## config.mk

```make
export PLATFORM = sky130hd
export DESIGN_NAME = onehot_rr_arbiter_flat
export DESIGN_NICKNAME = d
export VERILOG_FILES = /design/src/rtl/gpc_arb_pkg.sv /design/src/rtl/onehot_rr_arbiter_if.sv /design/src/rtl/onehot_rr_pick.sv /design/src/rtl/onehot_rr_arbiter.sv /design/src/flat_wrapper.sv
export SDC_FILE = /design/constraint.sdc
export NUM_CORES = 1
export LEC_CHECK = 0
export CAP_MARGIN = 20
export CORE_AREA = 2 2 39 41
export DETAILED_ROUTE_END_ITERATION = 7
export DIE_AREA = 0 0 41 43
export PLACE_DENSITY = 0.47
export SLEW_MARGIN = 20
export SYNTH_ARGS = -nofsm -noshare
export SYNTH_HDL_FRONTEND = slang
export SYNTH_HIERARCHICAL = 1
export SYNTH_SLANG_ARGS = --single-unit
```

## constraint.sdc

```tcl
create_clock -name clk -period 1 [get_ports clk]
set_input_delay 0.1 -clock clk [delete_from_list [all_inputs] [get_ports clk]]
set_output_delay 0.1 -clock clk [all_outputs]
set_load 0.02 [all_outputs]
```

## src/rtl/gpc_arb_pkg.sv

```systemverilog
// Shared types and helpers for the grant arbiters feeding the key-to-code mux stage.
package gpc_arb_pkg;

  typedef enum logic {
    ARB_IDLE,
    ARB_GRANT
  } arb_state_e;

  // Index width for n lanes; never narrower than one bit.
  function automatic int unsigned clog2_min1(input int unsigned n);
    int unsigned w;
    w = 0;
    while ((32'd1 << w) < n) w++;
    return (w == 0) ? 1 : w;
  endfunction

endpackage : gpc_arb_pkg

```

## src/rtl/onehot_rr_arbiter_if.sv

```systemverilog
// Request/grant bundle between the lane requesters, the arbiter and the mux consumer.
interface onehot_rr_arbiter_if
  import gpc_arb_pkg::*;
#(
  parameter int unsigned NR_KEY = 2
);
  localparam int unsigned IDX_W = clog2_min1(NR_KEY);

  logic [NR_KEY-1:0] req;
  logic              gnt_valid;
  logic              gnt_ready;
  logic [NR_KEY-1:0] gnt;
  logic [IDX_W-1:0]  gnt_idx;

  modport master (
    input  req,
    input  gnt_ready,
    output gnt_valid,
    output gnt,
    output gnt_idx
  );

  modport slave (
    output req,
    output gnt_ready,
    input  gnt_valid,
    input  gnt,
    input  gnt_idx
  );

endinterface : onehot_rr_arbiter_if

```

## src/rtl/onehot_rr_pick.sv

```systemverilog
// Combinational rotating-priority pick: first set req bit at or after ptr, wrapping.
module onehot_rr_pick
  import gpc_arb_pkg::*;
#(
  parameter int unsigned NR_KEY = 2
) (
  input  logic [NR_KEY-1:0]                  req,
  input  logic [clog2_min1(NR_KEY)-1:0]      ptr,
  output logic                               any,
  output logic [NR_KEY-1:0]                  win_onehot,
  output logic [clog2_min1(NR_KEY)-1:0]      win_idx
);

  localparam int unsigned IDX_W = clog2_min1(NR_KEY);
  localparam int unsigned SUM_W = IDX_W + 1;

  logic [NR_KEY-1:0] rot;
  logic [SUM_W-1:0]  off;
  logic [SUM_W-1:0]  sum;
  logic              found;

  // Rotate so ptr lands at bit 0, priority-encode, then map the offset back to a lane.
  always_comb begin
    rot   = NR_KEY'({req, req} >> ptr);
    any   = |req;
    off   = '0;
    found = 1'b0;
    for (int i = 0; i < NR_KEY; i++) begin
      if (!found && rot[i]) begin
        off   = SUM_W'(i);
        found = 1'b1;
      end
    end
    sum = {1'b0, ptr} + off;
    if (sum >= SUM_W'(NR_KEY)) sum = sum - SUM_W'(NR_KEY);
    win_idx    = IDX_W'(sum);
    win_onehot = any ? (NR_KEY'(1) << win_idx) : '0;
  end

endmodule : onehot_rr_pick

```

## src/rtl/onehot_rr_arbiter.sv

```systemverilog
// Round-robin arbiter issuing a registered one-hot grant + index under valid/ready.
// Define ONEHOT_RR_ARBITER_B2B_EN to re-arbitrate on the handshake cycle (1 grant/cycle).
module onehot_rr_arbiter
  import gpc_arb_pkg::*;
#(
  parameter int unsigned NR_KEY = 2
) (
  input  logic               clk,
  input  logic               rst_n,
  onehot_rr_arbiter_if.master bus
);

  localparam int unsigned IDX_W = clog2_min1(NR_KEY);

  arb_state_e        state_q, state_d;
  logic [IDX_W-1:0]  ptr_q, ptr_d, pick_ptr;
  logic [NR_KEY-1:0] gnt_q, gnt_d;
  logic [IDX_W-1:0]  gnt_idx_q, gnt_idx_d;
  logic              gnt_valid_q, gnt_valid_d;
  logic              hs;
  logic              any;
  logic [NR_KEY-1:0] win_onehot;
  logic [IDX_W-1:0]  win_idx;

  // Pointer advances past the accepted lane, wrapping at the last lane.
  always_comb begin
    hs    = (state_q == ARB_GRANT) && bus.gnt_ready;
    ptr_d = ptr_q;
    if (hs) ptr_d = (gnt_idx_q == IDX_W'(NR_KEY - 1)) ? '0 : gnt_idx_q + IDX_W'(1);
`ifdef ONEHOT_RR_ARBITER_B2B_EN
    pick_ptr = ptr_d;
`else
    pick_ptr = ptr_q;
`endif
  end

  onehot_rr_pick #(
    .NR_KEY(NR_KEY)
  ) u_pick (
    .req       (bus.req),
    .ptr       (pick_ptr),
    .any       (any),
    .win_onehot(win_onehot),
    .win_idx   (win_idx)
  );

  always_comb begin
    state_d     = state_q;
    gnt_d       = gnt_q;
    gnt_idx_d   = gnt_idx_q;
    gnt_valid_d = gnt_valid_q;
    case (state_q)
      ARB_IDLE: begin
        if (any) begin
          state_d     = ARB_GRANT;
          gnt_d       = win_onehot;
          gnt_idx_d   = win_idx;
          gnt_valid_d = 1'b1;
        end
      end
      ARB_GRANT: begin
        // Grant is sticky until accepted, regardless of req changes.
        if (hs) begin
          state_d     = ARB_IDLE;
          gnt_d       = '0;
          gnt_idx_d   = '0;
          gnt_valid_d = 1'b0;
`ifdef ONEHOT_RR_ARBITER_B2B_EN
          if (any) begin
            state_d     = ARB_GRANT;
            gnt_d       = win_onehot;
            gnt_idx_d   = win_idx;
            gnt_valid_d = 1'b1;
          end
`endif
        end
      end
    endcase
  end

  always_ff @(posedge clk or negedge rst_n) begin
    if (!rst_n) begin
      state_q     <= ARB_IDLE;
      ptr_q       <= '0;
      gnt_q       <= '0;
      gnt_idx_q   <= '0;
      gnt_valid_q <= 1'b0;
    end else begin
      state_q     <= state_d;
      ptr_q       <= ptr_d;
      gnt_q       <= gnt_d;
      gnt_idx_q   <= gnt_idx_d;
      gnt_valid_q <= gnt_valid_d;
    end
  end

  assign bus.gnt       = gnt_q;
  assign bus.gnt_idx   = gnt_idx_q;
  assign bus.gnt_valid = gnt_valid_q;

endmodule : onehot_rr_arbiter
```

## src/flat_wrapper.sv

```systemverilog
// flat-port wrapper written by rule: the top's interface ports become plain ports
module onehot_rr_arbiter_flat import gpc_arb_pkg::*;
#(
  parameter int unsigned NR_KEY = 2
)
  (clk, rst_n, bus_req, bus_gnt_ready, bus_gnt_valid, bus_gnt, bus_gnt_idx);
  onehot_rr_arbiter_if #(.NR_KEY(NR_KEY)) bus_i ();
  input  logic clk;
  input  logic rst_n;
  input wire logic [$bits(bus_i.req)-1:0] bus_req;
  input wire logic [$bits(bus_i.gnt_ready)-1:0] bus_gnt_ready;
  output wire logic [$bits(bus_i.gnt_valid)-1:0] bus_gnt_valid;
  output wire logic [$bits(bus_i.gnt)-1:0] bus_gnt;
  output wire logic [$bits(bus_i.gnt_idx)-1:0] bus_gnt_idx;
  assign bus_i.req = bus_req;
  assign bus_i.gnt_ready = bus_gnt_ready;
  assign bus_gnt_valid = bus_i.gnt_valid;
  assign bus_gnt = bus_i.gnt;
  assign bus_gnt_idx = bus_i.gnt_idx;
  onehot_rr_arbiter #(.NR_KEY(NR_KEY)) u_core (.clk(clk), .rst_n(rst_n), .bus(bus_i));
endmodule
```

==> results by group <==
Cells and area
  – Share of layout cells above drive strength 1: ~37%
  – Ant. Diodes: 0
  – Non-filler cells in the finished layout: between 50 and 60
  – Final Core Density: between 30% and 40%
  – Layout area overhead: 52.87%
  – # nets final: 50
  – Fin area: 466.7 um^2

CTS
  – Num CTS Buffers: 3
  – CTS H-tree lvls: 1
  – Reg clk slew, reported paths: ~40 ps
  – Hold buffers post-CTS: 0
  – Setup Fix Bufs, Post-CTS: 0
  – Root buf cell: clkbuf_4
  – Clk buf depth: 2
  – CTS sink cnt: 6
  – CTS tree: yes
  – Worst skew pair latency: 240 ps

Timing
  – Slew @ Worst Pin: between 200 and 300 ps
  – Worst Skew: 0.6759 ps
  – Max Clk Rate: around 1000 MHz
  – Final critical-path share of the clock period: a little over nine tenths
  – Final hold vios: 0
  – Count of pins over their slew limit: 0
  – Slew margin rel.: 82.97%
  – Final Setup Violations: 0
  – RSZ-0062 raised after global routing: yes
  – Post-route minimum period: approximately 960 ps

Flow run
  – Max-cap viol count: 0

Placement
  – Port Buf Inserts: 8
  – Cell Area, Placed: about 440 um^2
  – GPL Wtd Cong: around 0.70
  – Dpl hpwl: slightly below 500 um
  – Placed cell count: 56

Detailed routing
  – Vias per cell: ~3.9
  – Via count: about 230
  – Number of remaining DRC errors: 0
  – DRT antenna net count: 0
  – WL/cell: between 9 and 10 um
  – Routed WL: 589 um
  – 1st-iter DRT viols: 1
  – DRT Pass-1 Iters: 2

Pwr
  – Worst vdd ir: about 0.00081 V
  – Leak: roughly 0.26 nW
  – Switching share of power: roughly a third
  – Gate power share: 41.1%
  – PwrDens: 2155 mW/mm^2
  – Clk pwr share: 20.9%
  – Sequential power share: between 30% and 40%
  – Internal Pwr Total: 0.6743 mW
  – Psw: between 0.3 and 0.4 mW

Critical path
  – Buffer and inverter count on the worst path: 1
  – Worst EP required: ~900 ps
  – Worst R2R Path Depth: 4
  – R2R Setup Slk: roughly 60 ps
  – Data arrival time of the worst path: ~860 ps
  – FF-to-FF End: u_core/bus.gnt_idx$_DFFE_PN0P_
  – Delay-heaviest family, CP: flip-flops
  – CP peak stage delay: ~370 ps
  – Crit end category: output pin
  – Reg2reg start: u_core/pick_ptr$_DFFE_PN0P_
  – Cell count along the critical path: 1
  – Crit path from: u_core/bus.gnt_valid$_DFFE_PN0P_
  – Worst Setup EP: bus_gnt_valid
  – Setup CP Type: reg2out
  – CP cell instances: clkdlybuf4s15_2
  – CP Launch Type: flop
  – CP max stage cell: dfrtp_1
  – Worst Path Max Fanout: 2

Floorplanning
  – Die area: between 0.0015 and 0.002 mm^2
  – Cell Rows: 14
  – # IOs: 9
  – Die Ht: around 43 um
  – Initial Utilization: 22.06%
  – Die W: 41 um
  – Core ar.: between 0.001 and 0.0015 mm^2

Yosys
  – Register area share after synthesis: between 40% and 50%
  – Multiplexer share of the synthesized area: between 10% and 20%
  – Post-Syn Instances: 28
  – Syn Nets: 33
  – Synth Area in Compound Gates: about a fifth
  – Number of synthesized register bits: 6
  – Fraction of the mapped netlist area in simple logic gates: a little under an eighth
  – Post-synthesis average cell area: 10.90 um^2
  – Largest family of logic cells by synthesized area: compound AO/OA/AOI/OAI gates
  – Post-Syn Area: roughly 310 um^2
  – Ys Warns: 6
  – Cell variety after synth: 13
  – Synth Area in Adders: 0%
  – Synth Area in XOR/XNOR: 0%

Global route
  – Pin count of the biggest net entering global routing: 8
  – GR Overflow Total: 0
  – Gr usage total: around a tenth
  – First-pass GRT wire length: between 1 and 1.5 mm
  – Initial antenna violation count: 0
  – Vias in the first global route: around 260

Worst hold path
  – HP Class: in2async

Run status
  – Status: finished, final reports clean
synth_stat cells, drive strengths merged:
master,number,area [um^2]
dfrtp,6,150.1
inv,4,15.01
mux2i,4,40.04
nor2,3,11.26
o2bb2ai,3,26.28
a21boi,2,18.77
a21o,1,8.760
buf,1,5.000
nand2,1,3.750
nor2b,1,13.76
o22ai,1,6.260
or2,1,6.260
worst register-to-register path: stages, from the launching register on:
cell and delay (ps):
dfrtp_1 410, a21boi_2 160, nor2_1 50, mux2i_1 120, o2bb2ai_1 80
sequential cells by signal (all words and copies together) (netlist names):
signal                cells
u_core/bus.gnt            2
u_core/bus.gnt_idx        1
u_core/bus.gnt_valid      1
u_core/pick_ptr           1
u_core/state_q            1
cell type report:
| cell class | count | area [um^2] |
|---|---|---|
| Clock buffer | 3 | 22.52 |
| Multi-Input combinational cell | 17 | 137.6 |
| Timing Repair Buffer | 13 | 121.4 |
| Sequential cell | 6 | 150.1 |
| Inverter | 4 | 15.01 |
| Tap cell | 16 | 20.02 |
| Fill cell | 136 | 917.1 |
power by group through the flow:
stage	combinational (mW)	sequential [mW]	clock, mW
2_1_floorplan	0.136	0.454	0
3_3_place_gp	0.436	0.387	0
3_5_place_dp	0.444	0.387	0
4_1_cts	0.429	0.384	0.228
5_1_grt	0.456	0.398	0.229
6_report	0.413	0.382	0.211
worst min-delay path by stage:
stage	startpoint	endpoint	cells after the start
after global placement	rst_n	u_core/bus.gnt[1]$_DFFE_PN0P_	1
after global routing	rst_n	u_core/bus.gnt[1]$_DFFE_PN0P_	1
after floorplan	rst_n	u_core/bus.gnt[0]$_DFFE_PN0P_	0
final	rst_n	u_core/pick_ptr$_DFFE_PN0P_	1
after detailed placement	rst_n	u_core/bus.gnt[1]$_DFFE_PN0P_	1
after CTS	rst_n	u_core/bus.gnt[1]$_DFFE_PN0P_	1
cells by family after synthesis:
group | count (synthesis)
AOI/OAI and AO/OA | 7
buffers and inverters | 5
DFF | 6
muxes | 4
and+or+nand+nor | 6
metal layers:
layer / vias up / part of all wire, % / GRT usage (%)
li1: 124 / - / -
met1: 101 / 42 / 10.96
met2: 4 / 52 / 13.13
met3: 2 / 4.2 / 1.571
met4: 0 / 1.4 / 12.00
met5: - / 0 / 0
placed cells by master, fill, tap and decap left out, types with 2 or more instances in the layout:
cell             n
buf_4            5
clkbuf_4         3
clkdlybuf4s15_2  3
clkdlybuf4s50_1  2
dfrtp_1          6
dlymetal6s2s_1   2
inv_1            4
mux2i_1          4
nor2_1           3
o2bb2ai_1        3
per-stage QoR:
step / power, mW / hold slack (ps) / worst slack, ps / TNS (ps)
2_1_floorplan: 0.5895 / -195.6 / 110.9 / 0
3_3_place_gp: 0.8222 / 353.1 / -244.7 / -1244
3_5_place_dp: 0.8311 / 356.6 / -263.6 / -1288
4_1_cts: 1.041 / 97.08 / 0.3714 / 0
5_1_grt: 1.083 / 107.6 / -51.07 / -51.07
6_report: 1.006 / 97.71 / 43.91 / 0
repair_timing:
action / 4_1_cts / 5_1_grt
resized for setup: 12 / 3
pin swaps: 0 / 5
endpoints found under the setup margin: 6 / 4
Note: power is estimated with default switching activity, not from simulation.
